<file path="src/rtl/move_resolver.sv">
// Turn-stage move resolver: decodes the attacker's move, checks special budget,
// rolls dodge from an internal LFSR and pulses stat-block enables. Optional crit: CRIT_EN.
module move_resolver #(
  parameter logic [5:0] STRIKE_DMG = 6'd8,
  parameter logic [5:0] HEAVY_DMG  = 6'd16,
  parameter logic [5:0] BLAST_DMG  = 6'd31,
  parameter logic [5:0] HEAL_AMT   = 6'd20,
  parameter logic [7:0] LFSR_SEED  = 8'hA5
) (
  input  logic       clk,
  input  logic       rst,
  input  logic       start,
  input  logic [2:0] move,
  input  logic [4:0] atk_special,
  input  logic [4:0] def_dodge,
  output logic       busy,
  output logic       done,
  output logic       reject,
  output logic       missed,
  output logic [4:0] roll,
  output logic [5:0] def_hit,
  output logic [5:0] atk_hit,
  output logic [2:0] atk_cost,
  output logic       def_en,
  output logic       atk_en
);

  typedef enum logic [2:0] {IDLE, CHECK, ROLL, APPLY, DONE} state_t;

  state_t     state, state_next;
  logic [7:0] lfsr;
  logic [2:0] move_q;
  logic [4:0] special_q;
  logic [4:0] dodge_q;
  logic       reject_q;
  logic       missed_q;
  logic [5:0] hit_q;
  logic [4:0] roll_q;

  logic [5:0] dmg;
  logic [5:0] self_hit;
  logic [2:0] cost;
  logic       reject_cond;
  logic       miss_cond;
  logic [5:0] hit_calc;
  logic       lfsr_fb;

  assign lfsr_fb = lfsr[7] ^ lfsr[5] ^ lfsr[4] ^ lfsr[3];

  always_comb begin
    dmg      = 6'd0;
    self_hit = 6'd0;
    cost     = 3'd0;
    case (move_q)
      3'd0: dmg = STRIKE_DMG;
      3'd1: begin dmg = HEAVY_DMG; cost = 3'b010; end
      3'd2: begin dmg = BLAST_DMG; cost = 3'b011; end
      3'd3: begin self_hit = 6'd0 - HEAL_AMT; cost = 3'b011; end
      3'd4: cost = 3'b100;
      3'd5: cost = 3'b111;
      default: ;
    endcase
  end

  // Only positive costs are spends; negative costs regain special and never refuse.
  assign reject_cond = !cost[2] && (cost != 3'd0) && (special_q < {2'b00, cost});
  assign miss_cond   = (dmg != 6'd0) && (lfsr[4:0] < dodge_q);

`ifdef CRIT_EN
  logic [6:0] dmg_dbl;
  always_comb begin
    dmg_dbl = {dmg, 1'b0};
    if (miss_cond)
      hit_calc = 6'd0;
    else if (lfsr[4:0] == 5'd31)
      hit_calc = (dmg_dbl > 7'd31) ? 6'd31 : dmg_dbl[5:0];
    else
      hit_calc = dmg;
  end
`else
  assign hit_calc = miss_cond ? 6'd0 : dmg;
`endif

  always_ff @(posedge clk or posedge rst) begin
    if (rst) begin
      state     <= IDLE;
      lfsr      <= LFSR_SEED;
      move_q    <= 3'd0;
      special_q <= 5'd0;
      dodge_q   <= 5'd0;
      reject_q  <= 1'b0;
      missed_q  <= 1'b0;
      hit_q     <= 6'd0;
      roll_q    <= 5'd0;
    end else begin
      state <= state_next;
      lfsr  <= {lfsr[6:0], lfsr_fb};
      case (state)
        IDLE: begin
          if (start) begin
            move_q    <= move;
            special_q <= atk_special;
            dodge_q   <= def_dodge;
            reject_q  <= 1'b0;
            missed_q  <= 1'b0;
          end
        end
        CHECK: reject_q <= reject_cond;
        ROLL: begin
          roll_q   <= lfsr[4:0];
          missed_q <= miss_cond;
          hit_q    <= hit_calc;
        end
        default: ;
      endcase
    end
  end

  always_comb begin
    state_next = state;
    case (state)
      IDLE:    if (start) state_next = CHECK;
      CHECK:   state_next = reject_cond ? DONE : ROLL;
      ROLL:    state_next = APPLY;
      APPLY:   state_next = DONE;
      DONE:    state_next = IDLE;
      default: state_next = IDLE;
    endcase
  end

  // Outputs are decoded from state so an asynchronous reset clears them at once.
  always_comb begin
    busy     = (state != IDLE);
    done     = 1'b0;
    reject   = 1'b0;
    missed   = 1'b0;
    def_hit  = 6'd0;
    atk_hit  = 6'd0;
    atk_cost = 3'd0;
    def_en   = 1'b0;
    atk_en   = 1'b0;
    case (state)
      APPLY: begin
        def_en   = 1'b1;
        atk_en   = 1'b1;
        def_hit  = hit_q;
        atk_hit  = self_hit;
        atk_cost = cost;
      end
      DONE: begin
        done   = 1'b1;
        reject = reject_q;
        missed = missed_q;
      end
      default: ;
    endcase
  end

  assign roll = roll_q;

endmodule

</file>
<file path="config.mk">
export PLATFORM = sky130hd
export DESIGN_NAME = move_resolver
export DESIGN_NICKNAME = d
export VERILOG_FILES = /design/src/rtl/move_resolver.sv
export SDC_FILE = /design/constraint.sdc
export NUM_CORES = 1
export LEC_CHECK = 0
export BUFFER_PORTS_ARGS = -buffer_cell sky130_fd_sc_hd__clkbuf_2
export CORE_MARGIN = 1
export CORE_UTILIZATION = 45
export CTS_BUF_LIST = sky130_fd_sc_hd__clkbuf_8
export CTS_CLUSTER_DIAMETER = 30
export CTS_CLUSTER_SIZE = 28
export DETAILED_ROUTE_END_ITERATION = 8
export GPL_TIMING_DRIVEN = 0
export PLACE_DENSITY = 0.74
export REMOVE_ABC_BUFFERS = 1
export SLEW_MARGIN = 20
export SYNTH_ARGS = -nofsm -noshare
export SYNTH_HDL_FRONTEND = slang
export SYNTH_SLANG_ARGS = --single-unit
</file>
<file path="constraint.sdc">
create_clock -name clk -period 2.08 [get_ports clk]
set_input_delay 0.416 -clock clk [delete_from_list [all_inputs] [get_ports clk]]
set_output_delay 0.416 -clock clk [all_outputs]
set_load 0.02 [all_outputs]
</file>
* After elaboration in Yosys (flattened, before gate mapping) *
Cells that the tools add are included.

word-level totals
  register bits after elaboration = 37
  word-level logic and storage cells = 56

operators by class
  order comparisons = 2
  eq/ne operators = 10
  muxes and demuxes = 17
  bitwise gates (word level) = 3
  reduce and logical (&&, ||, !) cells = 15

operator list
  operator                                                         count
  6-bit two-way mux                                                4
  3-bit one-hot mux with 4 select lines                            2
  5-bit one-hot mux with 3 select lines                            1
  3-bit by 2-bit == test with 1-bit output, second input constant  4
  3-bit == test, second input constant                             3
  3-bit two-way mux                                                3
  3-bit by 1-bit == test with 1-bit output, second input constant  2
  3-bit zero test                                                  2
  2-bit AND reduction                                              3
  3-bit nonzero test                                               2
  6-bit nonzero test                                               1
  5-bit by 3-bit less-than comparator with 1-bit output            1
  5-bit less-than comparator                                       1
  1-bit two-way mux                                                5
  1-bit one-hot mux with 2 select lines                            2
  2-bit nonzero test                                               2
  1-bit logical AND                                                3
  1-bit XOR                                                        3
  2-bit inequality test, second input constant                     1
  2-bit OR reduction                                               1
  1-bit zero test                                                  1

* Longest topological paths before layout *
Gate-level depths: netlist (run 1).

  depth after elaboration = 8
  gate-level depth with buffers = 8
  depth with buffers taken out = 7

* Worst setup path before layout (run 1) *
Ideal clock, no wire load.

  kind = register to output
  start = reg state[0]
  end = out atk_hit[3]
  arrival = 1.544 ns
  data required time = 1.664 ns
  setup slack = 0.120 ns
  stages on the path, launching flop included = 5
  path through = dfrtp_1 nor2b_1 nand2_1 nor3_1 buf_4

on the way
  word-level cells in the longest chain between the ends = 2

RTL lines
  item                                      RTL line  source
  start, declared                           30        state_t state, state_next;
  start signal, assigned                    96        state <= state_next;
  3-bit by 2-bit == test with 1-bit output  142       case (state)
  6-bit two-way mux                         142
  end, declared                             22        output logic [5:0] atk_hit,

No other way between the ends.

* Final worst setup path (run 1) *
  start = reg state[2]
  end = out atk_cost[0]

on the way
  word-level cells in the longest chain between the ends = 2

RTL lines
  item                                      RTL line  source
  3-bit by 2-bit == test with 1-bit output  142
  3-bit two-way mux                         142
  end, declared                             23        output logic [2:0] atk_cost,

No other way between the ends.

==> results.sh, run 1 <==
export IMPL_p_int_mw=1.60
export IMPL_coreArea_um2=3690
export IMPL_clock_sinks=34
export IMPL_setup_worst_path_end="atk_cost[0]"
export IMPL_fin_util_pct=53.4
export IMPL_synthCells=142
export IMPL_seqPwrFrac_pct=40.0
export IMPL_grt_util_all_layers_pct=16.5
export IMPL_fin_crit_sh_pct=94.6
export IMPL_antenna_found_initial=0
export IMPL_portBuffers=37
export IMPL_reg2reg_to="reject_q$_DFFE_PP0P_"
export IMPL_maxCapViolCount=0
export IMPL_r2r_cells=7
export IMPL_viasPerCell=4.93
export IMPL_hold_path_class="in -> async"
export IMPL_cts_tree="built"
export IMPL_first_global_vias=1129
export IMPL_tightest_slew_ps=699
export IMPL_placed_cells=215
export IMPL_p_clk_share_pct=18.7
export IMPL_rrSetupSlack_ps=160
export IMPL_io_pins=42
export IMPL_grt_overflow_total=0
export IMPL_switching_share_pct=38.7
export IMPL_avgSynthCellArea_um2=12.3
export IMPL_ys_warn_count=0
export IMPL_drc=0
export IMPL_p_comb_share_pct=41.3
export IMPL_start_util_pct=47.2
export IMPL_p_sw_mw=1.01
export IMPL_initialDrtViolationCount=33
export IMPL_clk_pin_slew_ps=70
export IMPL_netlist_area_um2=1740
export IMPL_final_common_cell="clkbuf_2"
export IMPL_rows=22
export IMPL_cp_required_ps=1660
export IMPL_hold_slack_ps=216
export IMPL_die_w_um=64.2
export IMPL_timing_rr_start="move_q[1]$_DFFE_PP0P_"
export IMPL_arrival_ps=1550
export IMPL_cts_buffers=5
export IMPL_grt_max_degree=35
export IMPL_ctsHoldBuffers=0
export IMPL_postCtsSetupRepairBufs=0
export IMPL_ir_drop_mv=0.627
export IMPL_final_area_um2=1970
export IMPL_final_antenna_net_count=0
export IMPL_fmax_ghz=0.508
export IMPL_drive_above_1_share_pct=44.6
export IMPL_finalClockSkew_ps=4.49
export IMPL_setup_viol=0
export IMPL_most_common_layout_cells="clkbuf_2 (37), dfrtp_1 (29), inv_1 (10), mux2_4 (10)"
export IMPL_p_leak_nw=1.03
export IMPL_antenna_cells=0
export IMPL_place_congestion=0.778
export IMPL_dp_hpwl_um=2200
export IMPL_crit_type="reg -> out"
export IMPL_wl_per_cell_um=13.6
export IMPL_cp_max_fo=7
export IMPL_drt_first_pass_iters=4
export IMPL_cts_buffer_depth=2
export IMPL_grt_pass1_wl_um=5110
export IMPL_hold_viol_final=0
export IMPL_finish_net_count=196
export IMPL_period_needed_ps=1970
export IMPL_crit_start="state[2]$_DFFE_PP0P_"
export IMPL_multiInputGateArea_um2=738
export IMPL_route_vias_total=1100
export IMPL_yosysUniqueCellTypes=43
export IMPL_htreeDepth=2
export IMPL_place_area_um2=1870
export IMPL_relSlewSlack_pct=53.3
export IMPL_finalMaxSlewViolations=0
export IMPL_final_cells=223
export IMPL_seqCellArea_um2=857
export IMPL_die_area_um2=4120
export IMPL_ctsRootBufferMaster="clkbuf_8"
export IMPL_wl_um=3020
export IMPL_status="complete, no violations"
export IMPL_powerDensity_nw_per_um2=1320
export IMPL_start_kind="register"
export IMPL_area_growth_pct=13.1
export IMPL_end_kind="output pin"
export IMPL_die_h_um=64.2
export IMPL_yosys_register_bits=34
export IMPL_dp_slack_ps=213
export IMPL_clk_latency_ps=290
export IMPL_yosysSeqAreaShare_pct=49.2
export IMPL_setup_ws_ps=112
export IMPL_num_fill_cells=330
[metrics by stage]
| stage | TNS [ps] | power, mW |
|---|---|---|
| floorplan | -932 | 1.86 |
| global placement | 0 | 2.06 |
| detailed placement | 0 | 2.11 |
| global route | -11.0 | 2.79 |
| CTS | 0 | 2.62 |
| finish | 0 | 2.61 |
[power groups by stage]
stage               Clock, mW  Combinational [mW]  Sequential, mW
CTS                     0.504                1.08            1.03
global route            0.528                1.20            1.07
detailed placement          0                1.07            1.04
floorplan                   0               0.869           0.987
finish                  0.488                1.08            1.04
global placement            0                1.03            1.03
[routing by layer]
layer / track usage [%] / vias up / share of wire [%]
met5: 0 / - / 0
met4: 7.50 / 0 / 1.7
met3: 5.89 / 6 / 4.2
met2: 27.3 / 25 / 49
met1: 19.2 / 530 / 45
li1: - / 539 / -
[worst max-delay path, cell delays in order (launching register included)]
cell and delay [ps]:
dfrtp_1 450, nor2b_2 200, nand2_1 140, nor2_1 160
o21a_1 140, clkbuf_2 170
[synth_stat cells, drive strengths merged]
cell type,n,area (µm²)
inv,10,37.5
o21a,1,7.51
or4,2,15.0
mux2,13,184
dfstp,4,105
a21o,2,15.0
a31oi,1,6.26
a311oi,1,8.76
or3,2,17.5
and2,3,18.8
or2,1,6.26
o22ai,1,6.26
nand2b,3,18.8
o2bb2ai,1,8.76
xor2,1,8.76
o41ai,3,48.8
o21ai,7,53.8
o31ai,3,27.5
nor3,1,5.00
nand2,10,50.1
nor2b,2,12.5
dfrtp,30,751
nor3b,1,7.51
conb,1,3.75
buf,15,128
and3,3,18.8
ha,6,75.1
a211oi,1,7.51
xnor2,3,26.3
o311ai,1,8.76
a21oi,2,10.0
nor2,7,42.5
[how the worst min path moves through the flow]
stage,cells past startpoint,start,end,slack [ps]
after detailed placement,0,lfsr[6]$_DFF_PP0_,lfsr[7]$_DFF_PP1_,340
final,2,rst,dodge_q[3]$_DFFE_PP0P_,220
after global routing,2,rst,roll[0]$_DFFE_PP0P_,280
after global placement,0,lfsr[6]$_DFF_PP0_,lfsr[7]$_DFF_PP1_,340
after CTS,2,rst,dodge_q[3]$_DFFE_PP0P_,230
after floorplan,0,lfsr[6]$_DFF_PP0_,lfsr[7]$_DFF_PP1_,330
[flip-flops by register name (all words and copies together) (netlist names)]
name	flops
dodge_q	5
state	3
missed_q	1
hit_q	3
roll	5
move_q	3
special_q	5
lfsr	8
reject_q	1
[final cells by class]
| cell class | instances | area share, % |
|---|---|---|
| multi-input cells | 86 | 37.5 |
| flip-flops and latches | 34 | 43.5 |
| clock inverters | 2 | 0.381 |
| well taps | 48 | 3.05 |
| inverters | 10 | 1.91 |
| clock buffers | 6 | 4.20 |
| repair buffers | 37 | 9.41 |
[cell families (layout without fill, tap and decap cells)]
logic type,after synthesis,after routing,share of synthesized area [%]
simple gates,35,35,12.2
flops,34,34,49.2
other cells,1,4,0.215
buf+inv,25,55,9.49
mux,13,13,10.6
fa+ha+maj,6,6,4.31
xor+xnor,4,4,2.01
compound gates,24,24,12.0
[repair_timing]
item	CTS	global route
hold endpoints to repair	0	0
setup endpoints to repair	3	4
resized for setup	1	2
Note: power is estimated with default switching activity, not from simulation.
==> run 2, diff against run 1 <==
Settings changed: CELL_PAD_IN_SITES_DETAIL_PLACEMENT set to 0, CELL_PAD_IN_SITES_GLOBAL_PLACEMENT set to 2, CORE_UTILIZATION 45 to 36, PLACE_DENSITY 0.74 to 0.87, SKIP_LAST_GASP set to 1.
Clock period 2.08 ns to 1.88 ns, I/O delays scaled along.
==> run 2 against run 1 <==
Against the previous run: final area is 3.8% higher; core utilization fell by 8.0 points; total power increased by 16%; combinational power up 23%; wire length increased by 3.4%; via count rose by 2.4%; register-to-register slack got worse by 100 ps; count of clock-buffer cells in the layout stayed put.
==> results.sh, run 2 (synthesis results as in run 1) <==
export IMPL_status="complete, no violations"
export IMPL_p_sw_mw=1.16
export IMPL_die_h_um=71.5
export IMPL_final_antenna_net_count=0
export IMPL_initialDrtViolationCount=63
export IMPL_finalPower_mw=3.03
export IMPL_grt_max_degree=35
export IMPL_htreeDepth=2
export IMPL_relSlewSlack_pct=53.8
export IMPL_p_comb_share_pct=44.0
export IMPL_ctsRootBufferMaster="clkbuf_8"
export IMPL_area_growth_pct=17.4
export IMPL_grt_util_all_layers_pct=13.9
export IMPL_finalMaxSlewViolations=0
export IMPL_io_pins=42
export IMPL_p_clk_share_pct=18.0
export IMPL_end_kind="output pin"
export IMPL_cp_max_fo=11
export IMPL_clk_latency_ps=280
export IMPL_final_common_cell="clkbuf_2"
export IMPL_dp_hpwl_um=2180
export IMPL_r2r_cells=6
export IMPL_cp_slowest_stage_delay_ps=500
export IMPL_hold_path_class="in -> async"
export IMPL_ctsHoldBuffers=0
export IMPL_crit_chain="nor3b_1, and2_1, clkbuf_2"
export IMPL_antenna_found_initial=0
export IMPL_fmax_ghz=0.537
export IMPL_route_vias_total=1126
export IMPL_start_util_pct=38.6
export IMPL_largest_reg_flops=8
export IMPL_rsz0062_at_grt="yes"
export IMPL_grt_pass1_wl_um=5420
export IMPL_maxCapViolCount=0
export IMPL_crit_type="reg -> out"
export IMPL_hold_slack_ps=180
export IMPL_viasPerCell=4.85
export IMPL_drt_first_pass_iters=4
export IMPL_place_congestion=0.853
export IMPL_tightest_slew_ps=693
export IMPL_clk_pin_slew_ps=70
export IMPL_cts_buffer_depth=2
export IMPL_grt_overflow_total=0
export IMPL_die_area_um2=5120
export IMPL_hold_viol_final=0
export IMPL_drive_above_1_share_pct=51.1
export IMPL_finalClockSkew_ps=4.29
export IMPL_path_depth=3
export IMPL_period_needed_ps=1860
export IMPL_cts_buffers=5
export IMPL_path_buf_inv=1
export IMPL_portBuffers=37
export IMPL_wl_um=3120
export IMPL_setup_viol=0
export IMPL_largest_register="lfsr"
export IMPL_cp_top_family="simple AND/OR/NAND/NOR gates"
export IMPL_worst_path_max_delay_cell="dfrtp_1"
export IMPL_fin_crit_sh_pct=99.1
export IMPL_wl_per_cell_um=13.5
export IMPL_finish_net_count=201
export IMPL_p_leak_nw=1.07
export IMPL_p_int_mw=1.87
export IMPL_antenna_cells=0
export IMPL_ir_drop_mv=0.574
export IMPL_rows=24
export IMPL_first_global_vias=1170
export IMPL_drc=0
export IMPL_die_w_um=71.5
export IMPL_most_common_layout_cells="clkbuf_2 (37), dfrtp_1 (25), mux2_4 (10), inv_1 (9)"
export IMPL_arrival_ps=1490
export IMPL_clock_sinks=34
export IMPL_start_kind="register"
export IMPL_coreArea_um2=4500
export IMPL_cts_tree="built"
export IMPL_powerDensity_nw_per_um2=1480
export IMPL_switching_share_pct=38.3
export IMPL_cp_required_ps=1500
export IMPL_seqPwrFrac_pct=38.0
[run 2: path summary, 6_finish.rpt]
| check | slack [ps] | endpoint | start |
|---|---|---|---|
| max in group asynchronous | 1210 | move_q[1]$_DFFE_PP0P_ | rst |
| min | 180 | roll[2]$_DFFE_PP0P_ | rst |
| max | 20 | reject | state[1]$_DFFE_PP0P_ |
| min in group clk | 290 | dodge_q[1]$_DFFE_PP0P_ | def_dodge[1] |
| max reg2reg | 60 | reject_q$_DFFE_PP0P_ | move_q[1]$_DFFE_PP0P_ |
| min reg2reg | 360 | lfsr[7]$_DFF_PP1_ | lfsr[6]$_DFF_PP0_ |
[run 2: what timing repair did]
action	in CTS	in global routing
buffers inserted	0	5
resized for setup	8	5
cloned	0	0
endpoints found under the setup margin	6	13
pin swaps	0	2
[run 2: metal layers]
layer  GRT usage [%]  part of all wire, %
met3            4.50                  5.2
met2            22.4                   47
met5               0                    0
met4            7.63                  2.0
met1            16.7                   45
[run 2: area by class of cell]
cell class,count,area [µm²]
clock buffers,6,82.6
repair buffers,42,223
fillers,433,2460
well taps,52,65.1
flip-flops and latches,34,862
clock inverters,2,8.76
inverters,10,37.5
multi-input cells,86,764
[run 2: stage by stage]
stage	setup WS (ps)	instance area, µm²	TNS (ps)	utilization (%)	cells
4_1_cts	20.1	1990	0	44.1	227
6_report	16.3	2040	0	45.4	232
3_3_place_gp	31.9	1870	0	41.6	219
3_5_place_dp	19.0	1870	0	41.6	219
2_1_floorplan	-471	1620	-1410	-	130
5_1_grt	-65.2	2040	-219	45.4	232
[run 2: power groups by stage]
stage | combinational (mW) | clock (mW) | sequential (mW)
floorplan | 0.961 | 0 | 1.09
global placement | 1.16 | 0 | 1.15
detailed placement | 1.18 | 0 | 1.15
CTS | 1.21 | 0.563 | 1.16
global route | 1.48 | 0.595 | 1.19
finish | 1.33 | 0.546 | 1.15
